## src/rtl/flow_token_sched_if.sv

```systemverilog
`default_nettype none
// ============================================================================
// Module   : flow_token_sched_if
// Brief    : Valid/ready byte-keep stream bundle used on both sides of the
//            token-bucket scheduler.
// Revision : 1.0
// ============================================================================
interface flow_token_sched_if #(
    parameter int DATA_WIDTH = 128
);
    logic [DATA_WIDTH-1:0]   data;
    logic [DATA_WIDTH/8-1:0] keep;
    logic                    valid;
    logic                    ready;
    logic                    last;

    modport master (output data, keep, valid, last, input ready);
    modport slave  (input data, keep, valid, last, output ready);
endinterface
`default_nettype wire

```

## src/rtl/flow_token_sched.sv

```systemverilog
`default_nettype none
// ============================================================================
// Module   : flow_token_sched
// Brief    : Byte-credit token-bucket scheduler admitting whole frames, with
//            received/sent frame counters and wrap multipliers.
// Revision : 1.0
// ============================================================================
module flow_token_sched #(
    parameter     SIM_MODE            = "TRUE",
    parameter int REG_DATA_WIDTH      = 32,
    parameter int PORT_MNG_DATA_WIDTH = 128,
    parameter int TICK_CYCLES         = 800,
    parameter int BUCKET_MAX          = 16384,
    parameter int MIN_CREDIT          = 64
) (
    input  wire logic                      i_sys_clk,
    input  wire logic                      i_sys_rst,
    input  wire logic [REG_DATA_WIDTH-1:0] i_port_rate,
    input  wire logic [REG_DATA_WIDTH-1:0] i_flow_ctrl_select,
    input  wire logic                      i_clr_cnt,
    output logic [31:0]                    o_recive_package,
    output logic [31:0]                    o_recive_package_multi,
    output logic [31:0]                    o_send_package,
    output logic [31:0]                    o_send_package_multi,
    output logic [23:0]                    o_tokens,
    flow_token_sched_if.slave              s_flow,
    flow_token_sched_if.master             m_flow
);

    localparam int c_keep_w = PORT_MNG_DATA_WIDTH / 8;
    localparam int c_pop_w  = $clog2(c_keep_w + 1);
    localparam int c_tick_w = (TICK_CYCLES > 1) ? $clog2(TICK_CYCLES) : 1;

    localparam logic [c_tick_w-1:0]  c_tick_last  = c_tick_w'(TICK_CYCLES - 1);
    localparam logic [31:0]          c_cnt_wrap   = (SIM_MODE == "TRUE") ? 32'd255 : 32'hFFFF_FFFF;
    localparam logic signed [23:0]   c_min_credit = 24'(MIN_CREDIT);
    localparam logic signed [25:0]   c_tok_max    = 26'(BUCKET_MAX);
    localparam logic signed [25:0]   c_tok_min    = -26'sd8388608;

    typedef enum logic [0:0] {
        S_IDLE  = 1'b0,
        S_FRAME = 1'b1
    } state_t;

    state_t                r_state;
    state_t                w_state_next;
    logic signed [23:0]    r_tokens;
    logic [c_tick_w-1:0]   r_tick_cnt;
    logic                  r_counted;
    logic [31:0]           r_recv;
    logic [31:0]           r_recv_multi;
    logic [31:0]           r_send;
    logic [31:0]           r_send_multi;

    logic                  w_gate;
    logic                  w_acc;
    logic                  w_tick;
    logic                  w_recv_inc;
    logic                  w_send_inc;
    logic                  w_counted_next;
    logic [c_pop_w-1:0]    w_popcnt;
    logic signed [25:0]    w_base;
    logic signed [25:0]    w_inc;
    logic signed [25:0]    w_debit;
    logic signed [25:0]    w_sum;
    logic signed [25:0]    w_tok_next;
    logic                  w_unused;

    // Only the low two bits of each rate/select register carry meaning.
    assign w_unused = ^{i_port_rate[REG_DATA_WIDTH-1:2], i_flow_ctrl_select[REG_DATA_WIDTH-1:2]};

    // Once a frame has begun the gate is held open until its last beat.
    assign w_gate = (r_state == S_FRAME) || (r_tokens >= c_min_credit);
    assign w_acc  = s_flow.valid & m_flow.ready & w_gate;
    assign w_tick = (r_tick_cnt == c_tick_last);

    assign m_flow.data  = s_flow.data;
    assign m_flow.keep  = s_flow.keep;
    assign m_flow.last  = s_flow.last;
    assign m_flow.valid = s_flow.valid & w_gate;
    assign s_flow.ready = m_flow.ready & w_gate;

    assign w_recv_inc = s_flow.valid & (r_state == S_IDLE) & ~r_counted;
    assign w_send_inc = w_acc & s_flow.last;

    always_comb begin
        w_state_next = r_state;
        case (r_state)
            S_IDLE:  if (w_acc && !s_flow.last) w_state_next = S_FRAME;
            S_FRAME: if (w_acc && s_flow.last)  w_state_next = S_IDLE;
            default: w_state_next = S_IDLE;
        endcase
    end

    always_comb begin
        w_popcnt = '0;
        for (int i = 0; i < c_keep_w; i++) begin
            w_popcnt = w_popcnt + c_pop_w'(s_flow.keep[i]);
        end
    end

    always_comb begin
        w_base = 26'sd0;
        case (i_port_rate[1:0])
            2'd0:    w_base = 26'sd100;
            2'd1:    w_base = 26'sd1000;
            2'd2:    w_base = 26'sd2500;
            default: w_base = 26'sd10000;
        endcase
        w_inc = 26'sd0;
        case (i_flow_ctrl_select[1:0])
            2'd0:    w_inc = w_base;
            2'd1:    w_inc = w_base >>> 1;
            2'd2:    w_inc = w_base >>> 2;
            default: w_inc = 26'sd0;
        endcase
    end

    // Refill and debit land in the same cycle; result clamps to the bucket range.
    always_comb begin
        w_debit = w_acc ? $signed(26'(w_popcnt)) : 26'sd0;
        w_sum   = $signed({{2{r_tokens[23]}}, r_tokens}) + (w_tick ? w_inc : 26'sd0) - w_debit;
        if (w_sum > c_tok_max) begin
            w_tok_next = c_tok_max;
        end else if (w_sum < c_tok_min) begin
            w_tok_next = c_tok_min;
        end else begin
            w_tok_next = w_sum;
        end
    end

    always_comb begin
        w_counted_next = r_counted;
        if (w_recv_inc) w_counted_next = 1'b1;
        if (w_send_inc) w_counted_next = 1'b0;
    end

    always_ff @(posedge i_sys_clk) begin
        if (!i_sys_rst) begin
            r_state    <= S_IDLE;
            r_tokens   <= c_tok_max[23:0];
            r_tick_cnt <= '0;
        end else begin
            r_state    <= w_state_next;
            r_tokens   <= w_tok_next[23:0];
            r_tick_cnt <= w_tick ? '0 : r_tick_cnt + c_tick_w'(1);
        end
    end

    always_ff @(posedge i_sys_clk) begin
        if (!i_sys_rst) begin
            r_counted    <= 1'b0;
            r_recv       <= '0;
            r_recv_multi <= '0;
            r_send       <= '0;
            r_send_multi <= '0;
        end else begin
            r_counted <= w_counted_next;
            if (i_clr_cnt) begin
                r_recv       <= '0;
                r_recv_multi <= '0;
                r_send       <= '0;
                r_send_multi <= '0;
            end else begin
                if (w_recv_inc) begin
                    if (r_recv == c_cnt_wrap) begin
                        r_recv       <= '0;
                        r_recv_multi <= r_recv_multi + 32'd1;
                    end else begin
                        r_recv <= r_recv + 32'd1;
                    end
                end
                if (w_send_inc) begin
                    if (r_send == c_cnt_wrap) begin
                        r_send       <= '0;
                        r_send_multi <= r_send_multi + 32'd1;
                    end else begin
                        r_send <= r_send + 32'd1;
                    end
                end
            end
        end
    end

    assign o_recive_package       = r_recv;
    assign o_recive_package_multi = r_recv_multi;
    assign o_send_package         = r_send;
    assign o_send_package_multi   = r_send_multi;
    assign o_tokens               = r_tokens;

endmodule
`default_nettype wire

```

## src/flat_wrapper.sv

```systemverilog
// flat-port wrapper written by rule: the top's interface ports become plain ports
module flow_token_sched_flat 
#(
    parameter     SIM_MODE            = "    ",
    parameter int REG_DATA_WIDTH      = 32,
    parameter int PORT_MNG_DATA_WIDTH = 128,
    parameter int TICK_CYCLES         = 800,
    parameter int BUCKET_MAX          = 16384,
    parameter int MIN_CREDIT          = 64
)
  (i_sys_clk, i_sys_rst, i_port_rate, i_flow_ctrl_select, i_clr_cnt, o_recive_package, o_recive_package_multi, o_send_package, o_send_package_multi, o_tokens, s_flow_data, s_flow_keep, s_flow_valid, s_flow_last, s_flow_ready, m_flow_data, m_flow_keep, m_flow_valid, m_flow_last, m_flow_ready);
  flow_token_sched_if #(.DATA_WIDTH(128)) s_flow_i ();
  flow_token_sched_if #(.DATA_WIDTH(128)) m_flow_i ();
  input  wire logic i_sys_clk;
  input  wire logic i_sys_rst;
  input  wire logic [REG_DATA_WIDTH-1:0] i_port_rate;
  input  wire logic [REG_DATA_WIDTH-1:0] i_flow_ctrl_select;
  input  wire logic i_clr_cnt;
  output logic [31:0] o_recive_package;
  output logic [31:0] o_recive_package_multi;
  output logic [31:0] o_send_package;
  output logic [31:0] o_send_package_multi;
  output logic [23:0] o_tokens;
  input wire logic [$bits(s_flow_i.data)-1:0] s_flow_data;
  input wire logic [$bits(s_flow_i.keep)-1:0] s_flow_keep;
  input wire logic [$bits(s_flow_i.valid)-1:0] s_flow_valid;
  input wire logic [$bits(s_flow_i.last)-1:0] s_flow_last;
  output wire logic [$bits(s_flow_i.ready)-1:0] s_flow_ready;
  output wire logic [$bits(m_flow_i.data)-1:0] m_flow_data;
  output wire logic [$bits(m_flow_i.keep)-1:0] m_flow_keep;
  output wire logic [$bits(m_flow_i.valid)-1:0] m_flow_valid;
  output wire logic [$bits(m_flow_i.last)-1:0] m_flow_last;
  input wire logic [$bits(m_flow_i.ready)-1:0] m_flow_ready;
  assign s_flow_i.data = s_flow_data;
  assign s_flow_i.keep = s_flow_keep;
  assign s_flow_i.valid = s_flow_valid;
  assign s_flow_i.last = s_flow_last;
  assign s_flow_ready = s_flow_i.ready;
  assign m_flow_data = m_flow_i.data;
  assign m_flow_keep = m_flow_i.keep;
  assign m_flow_valid = m_flow_i.valid;
  assign m_flow_last = m_flow_i.last;
  assign m_flow_i.ready = m_flow_ready;
  flow_token_sched #(.SIM_MODE(SIM_MODE), .REG_DATA_WIDTH(REG_DATA_WIDTH), .PORT_MNG_DATA_WIDTH(PORT_MNG_DATA_WIDTH), .TICK_CYCLES(TICK_CYCLES), .BUCKET_MAX(BUCKET_MAX), .MIN_CREDIT(MIN_CREDIT)) u_core (.i_sys_clk(i_sys_clk), .i_sys_rst(i_sys_rst), .i_port_rate(i_port_rate), .i_flow_ctrl_select(i_flow_ctrl_select), .i_clr_cnt(i_clr_cnt), .o_recive_package(o_recive_package), .o_recive_package_multi(o_recive_package_multi), .o_send_package(o_send_package), .o_send_package_multi(o_send_package_multi), .o_tokens(o_tokens), .s_flow(s_flow_i), .m_flow(m_flow_i));
endmodule
```

## config.mk

```make
export PLATFORM = sky130hd
export DESIGN_NAME = flow_token_sched_flat
export DESIGN_NICKNAME = d
export VERILOG_FILES = /design/src/rtl/flow_token_sched_if.sv /design/src/rtl/flow_token_sched.sv /design/src/flat_wrapper.sv
export SDC_FILE = /design/constraint.sdc
export NUM_CORES = 1
export LEC_CHECK = 0
export ABC_AREA = 0
export BUFFER_PORTS_ARGS = -buffer_cell sky130_fd_sc_hd__buf_4
export CAP_MARGIN = 20
export CELL_PAD_IN_SITES_DETAIL_PLACEMENT = 0
export CELL_PAD_IN_SITES_GLOBAL_PLACEMENT = 1
export CORE_AREA = 2 2 198 200
export CTS_CLUSTER_DIAMETER = 150
export DETAILED_ROUTE_END_ITERATION = 10
export DIE_AREA = 0 0 200 202
export PLACE_DENSITY = 0.73
export SYNTH_ARGS = -nofsm -noshare
export SYNTH_HDL_FRONTEND = slang
export SYNTH_SLANG_ARGS = --single-unit
```

## constraint.sdc

```tcl
create_clock -name i_sys_clk -period 7.9 [get_ports i_sys_clk]
set_input_delay 1.58 -clock i_sys_clk [delete_from_list [all_inputs] [get_ports i_sys_clk]]
set_output_delay 1.58 -clock i_sys_clk [all_outputs]
set_load 0.01 [all_outputs]
```

=== Yosys cells after proc, flatten, opt, wreduce, memory -nomap -nowiden ===
Index checks and enable logic that the tools add are counted.

* Bitwise operators: 10
* Multipliers: 0
* Reduce and logical (&&, ||, !) cells: 13
* Multiplexer cells: 10
* Shift-type cells: 0
* Divide/modulo/power cells: 0
* $lt $le $gt $ge: 3
* $add $sub $neg: 22
* Equal/unequal tests: 7

{| class="wikitable"
|+ Operators with widths
! operator !! number
|-
| $add 32x1->32 const B || 4
|-
| $pmux 14 s3 || 2
|-
| $add 5x1->5 || 14
|-
| $eq 32x32->1 const B || 2
|-
| $mux 32 || 2
|-
| $gt 26x16->1 const B || 1
|-
| $lt 26x24->1 const B || 1
|-
| $sub 26x6->26 || 1
|-
| $add 24x15->25 || 1
|-
| $ge 24x8->1 const B || 1
|-
| $mux 24 || 1
|-
| $mux 14 || 1
|-
| $add 10x1->10 const B || 1
|-
| $eq 10x10->1 const B || 1
|-
| $reduce_or 2->1 || 4
|-
| $and 1x1->1 || 7
|-
| $mux 5 || 1
|-
| $eq 2x1->1 const B || 2
|-
| $eq 2x2->1 const B || 2
|-
| $logic_not 2->1 || 2
|-
| $reduce_and 2->1 || 2
|-
| $not 1->1 || 3
|-
| $reduce_or 3->1 || 1
|-
| $add 1x1->2 || 1
|-
| other kinds (5) || 7
|}

* Bits in read-only memories: 0
* Word-level logic and storage cells: 74
* Memories kept: 0
* Output and inout bits: 299
* Bits in writable memories: 0
* Flip-flop bits (word level): 164
* Latch bits: 0

=== Depth between registers and ports, before layout ===
* Depth in word-level cells: 19
* Mapped depth: 27
* Mapped depth without buffers: 25

=== Worst setup path after synthesis ===
No wires, ideal clock.

* Kind: input to register
* From: input port s_flow_keep[0]
* To: register u_core.r_tokens[12] (netlist: u_core.o_tokens[12])
* Path buffers: 1
* Slack: -0.156 ns
* Cell stages on the path: 21
* Arrival time: 7.990 ns
* Setup time: 0.067 ns
* Path through: ha_1 inv_1 fa_1 fa_1 fa_1 fa_1 fa_1 fa_1 nand2b_1 ha_1 nor2b_1 o31a_1 o21ai_0 o2111ai_1 or2_4 or4_4 a2111oi_4 o21bai_1 or4b_4 buf_6 a21oi_2

* Word-level cells in the longest chain between the ends: 19

{| class="wikitable"
|+ RTL lines
! what !! RTL line !! text
|-
| from (decl) || flat_wrapper.sv:25 || <nowiki>input wire logic [$bits(s_flow_i.keep)-1:0] s_flow_keep;</nowiki>
|-
| $add 1x1->2 (*) || flow_token_sched.sv:98 || <nowiki>w_popcnt = w_popcnt + c_pop_w'(s_flow.keep[i]);</nowiki>
|-
| $add 5x1->5 (*) (14 in series) || flow_token_sched.sv:98 ||
|-
| $mux 5 (*) || flow_token_sched.sv:121 || <nowiki>w_debit = w_acc ? $signed(26'(w_popcnt)) : 26'sd0;</nowiki>
|-
| $sub 26x6->26 (*) || flow_token_sched.sv:122 || <nowiki>w_sum = $signed({{2{r_tokens[23]}}, r_tokens}) + (w_tick ? w_inc : 26'sd0) - w_debit;</nowiki>
|-
| $lt 26x24->1 / $gt 26x16->1 (equally long branches) || flow_token_sched.sv:125, flow_token_sched.sv:123 ||
|-
| $reduce_or 3->1 (no line) || - ||
|-
| to (signal assigned) || flow_token_sched.sv:141 || <nowiki>r_tokens <= c_tok_max[23:0];</nowiki>
|-
| to (signal assigned) || flow_token_sched.sv:145 || <nowiki>r_tokens <= w_tok_next[23:0];</nowiki>
|-
| to (decl) || flow_token_sched.sv:47 || <nowiki>logic signed [23:0] r_tokens;</nowiki>
|}

Every way passes the cells marked *; elsewhere a longest branch is shown, timed or not.
A chain may end at the register's enable or synchronous reset.

=== Worst setup path in the final report ===
* From: input port s_flow_keep[0]
* To: register u_core.r_tokens[2] (netlist: u_core.o_tokens[2])

The elaborated chain is that of the path after synthesis.

==> impl_metrics.yaml <==
placed_design:
  routabilityCongestion: 0.8246
  dp_cells: 1891
  io_buffers: 196
  dp_hpwl_um: 22540
  dp_slack_ps: -349.2
floorplanning:
  die_y_um: 202
  core_area_um2: 38290
  placementRows: 72
  start_util: 0.2788
  io_pins: 513
  die_w_um: 200
  dieArea_um2: 40400
cells_and_area:
  antenna_cells: 0
  area_delta_synth_final_pct: 16.62
  multiInputGateArea_um2: 5951
  layout.nets: 1653
  fin_cells: 1925
  seq_area_um2: 3283
  nFillCells: 4008
  drive_above_1_share: 0.2161
global_route:
  grt_max_degree: 71
  antenna_found_initial: 1
  overflow: 0
  grt_pass1_vias: 8431
  use_met2: 0.2258
  grtUsageMet1: 0.1836
  grt_use_total: 0.1420
  use_met3: 0.04121
  grt_pass1_wl_um: 45480
  busiest_layer: "met2"
drt:
  finalWirelength_um: 29090
  drc_errors: 0
  antenna_left: 0
  vias_per_cell: 4.658
  dr.first_iter.drc_count: 436
  drt_pass1_iterations: 5
  wl_per_cell_um: 15.11
  num_vias: 8967
clocking:
  clk_latency_ps: 440
  cts-root-buf: "clkbuf_16"
  cts_hold_buffers: 0
  clk_path_buf_depth: 2
  numCtsBuffers: 17
  clkTransAtPathRegs_ps: 70
  cts_tree: "yes"
  clkSinkCount: 164
  htree_levels: 4
timing:
  setup_viol: 0
  tns_ps: 0
  min_period_ps: 7654
  worst_pin_slew_ps: 790.0
  slew_headroom: 0.4689
  grt_setup_unrepaired: "no"
  period_share: 0.9688
  finalWorstSetupSlack_ps: 246.1
  hold_viol: 0
  fmax_mhz: 130.7
  timing.final.max_slew_violations: 0
  fin_skew_ps: 14.71
worst_setup_path:
  end_kind: "flip-flop"
  cp_max_fo: 7
  arrival_ps: 8000
  cp.required_ps: 8250
  reg2regPathDepth: 19
  start_kind: "primary input"
  path_class: "primary input to flip-flop"
power_and_ir_drop:
  vdd_ir_drop_max_v: 0.0001901
  power_leakage_nw: 4.872
  power_density_nw_per_um2: 278.6
logic_synthesis:
  synth_ff_type: "dfxtp_1"
  synthAdderAreaFrac: 0.06118
  synth_nets: 1594
  synthDistinctLibCells: 74
  synthMuxAreaShare: 0.007736
  synth-edff-count: 0
  synth_compound_area_frac: 0.1145
  async_flop_share: 0
  synth_top_family_by_area: "simple AND/OR/NAND/NOR gates"
  avgSynthCellArea_um2: 7.996
  synthCells: 1335
  ys_warn_count: 0
  yosysSeqAreaShare: 0.3075
  synth_area_um2: 10680
  yosys.area_share.simple: 0.2453
  synth_xor_area_frac: 0.1248
  synth_seq_cells: 164
worst_hold_path:
  hp-class: "flip-flop to flip-flop"
  worstHoldPathCells: 1
outcome:
  status: "complete, no violations"
job:
  maxCapViolations: 0
[cells in the final DEF (no fill, tap or decap), drive strengths merged, types with 18 or more instances in the layout]
| cell type | instances |
|---|---|
| a21oi | 69 |
| and3 | 25 |
| buf | 226 |
| clkbuf | 18 |
| dfxtp | 164 |
| ha | 33 |
| inv | 63 |
| nand2 | 91 |
| nand3 | 67 |
| nand4 | 30 |
| nor2 | 201 |
| nor3 | 31 |
| o21ai | 43 |
| or3 | 23 |
| xnor2 | 66 |
| xor2 | 84 |
[synthesized netlist by cell type (4+ instances only)]
cell type	instances	area, um2
nor2_1	201	754.5
dfxtp_1	164	3283
buf_4	146	1096
nand2_1	91	341.6
xor2_1	84	735.7
nand3_1	67	335.3
xnor2_1	65	569.3
inv_1	58	217.7
a21oi_1	57	285.3
o21ai_0	39	195.2
ha_1	33	412.9
clkbuf_1	32	120.1
nor3_1	31	155.2
nand4_1	29	181.4
and3_1	25	156.4
or3_1	23	143.9
a21oi_2	12	105.1
fa_1	12	240.2
nand2b_1	12	75.07
and4_1	11	96.34
and2_1	9	56.30
nor2b_1	9	56.30
a211oi_1	8	60.06
nor4_1	8	50.05
o211ai_1	7	52.55
buf_2	6	30.03
mux2i_1	6	60.06
o21a_1	6	45.04
o2111ai_1	5	43.79
or2_2	5	31.28
a21o_1	4	30.03
a31oi_1	4	25.02
nor3b_1	4	30.03
[sequential cells by signal, summed over array words and instances (netlist names), named ones only]
name                           count
u_core.o_tokens                   24
u_core.o_send_package             32
u_core.o_recive_package_multi     32
u_core.o_send_package_multi       32
u_core.o_recive_package           32
u_core.r_counted                   1
u_core.r_tick_cnt                 10
[worst max-delay path: stages]
cell	delay, ps
buf_4	110
ha_1	280
inv_1	70
fa_1	440
fa_1	500
fa_1	540
fa_1	430
fa_2	370
fa_1	420
nand2b_1	200
ha_1	280
nor2b_1	140
o31a_1	270
o21ai_2	150
o2111ai_2	130
or2_4	270
or4_4	540
a2111oi_4	360
o21bai_2	120
or4b_4	590
a21oi_1	210
[what timing repair did]
action | in CTS | in global routing
endpoints found under the hold margin | 0 | 0
setup endpoints to repair | 0 | 14
gates resized for setup | 0 | 3
buffers inserted | 0 | 0
[path summary, 6_finish.rpt]
kind	startpoint	endpoint	slack, ps
min reg2reg	u_core.r_tick_cnt[0]$_SDFF_PP0_	u_core.r_tick_cnt[0]$_SDFF_PP0_	470
max reg2reg	u_core.r_tick_cnt[0]$_SDFF_PP0_	u_core.o_tokens[2]$_SDFF_PP0_	1990
max	s_flow_keep[0]	u_core.o_tokens[2]$_SDFF_PP0_	250
min	u_core.r_tick_cnt[0]$_SDFF_PP0_	u_core.r_tick_cnt[0]$_SDFF_PP0_	470
[through the flow]
stage	total power, mW	hold WS [ps]	area (um2)	util
after detailed placement	2.557	454.4	11780	0.3076
final	3.469	466.3	12450	0.3252
after global placement	2.550	442.8	11780	0.3076
after global routing	3.714	498.1	12450	0.3252
after CTS	3.476	466.4	12410	0.3242
after floorplan	2.059	426.3	10690	-
[final cells by class]
| class | instances | area share |
|---|---|---|
| Clock buffer | 18 | 0.03528 |
| Clock inverter | 14 | 0.01558 |
| Inverter | 58 | 0.01749 |
| Multi-Input combinational cell | 927 | 0.4780 |
| Sequential cell | 164 | 0.2637 |
| Tap cell | 518 | 0.05206 |
| Timing Repair Buffer | 226 | 0.1379 |
[logic make-up (layout without fill, tap and decap cells)]
family,Yosys count,after routing
flip-flops,164,164
AND/OR/NAND/NOR,541,542
XOR/XNOR,150,150
AO/OA/AOI/OAI,182,182
buffers and inverters,245,316
adder cells (fa/ha/maj),45,45
multiplexers,8,8
[report_power, final]
group          switching (mW)  internal [mW]
Clock                   0.377          0.517
Sequential             0.0459          0.866
Combinational           0.852          0.811
Total                    1.27           2.19
[per-layer routing]
metal  vias up  wire [um]  share of wire
met1      4154      13110           0.45
met5         -          0              0
met3        44       1862          0.064
met2       253      13480           0.46
met4         0        633          0.022
li1       4516          -              -
Note: power is estimated with default switching activity, not from simulation.
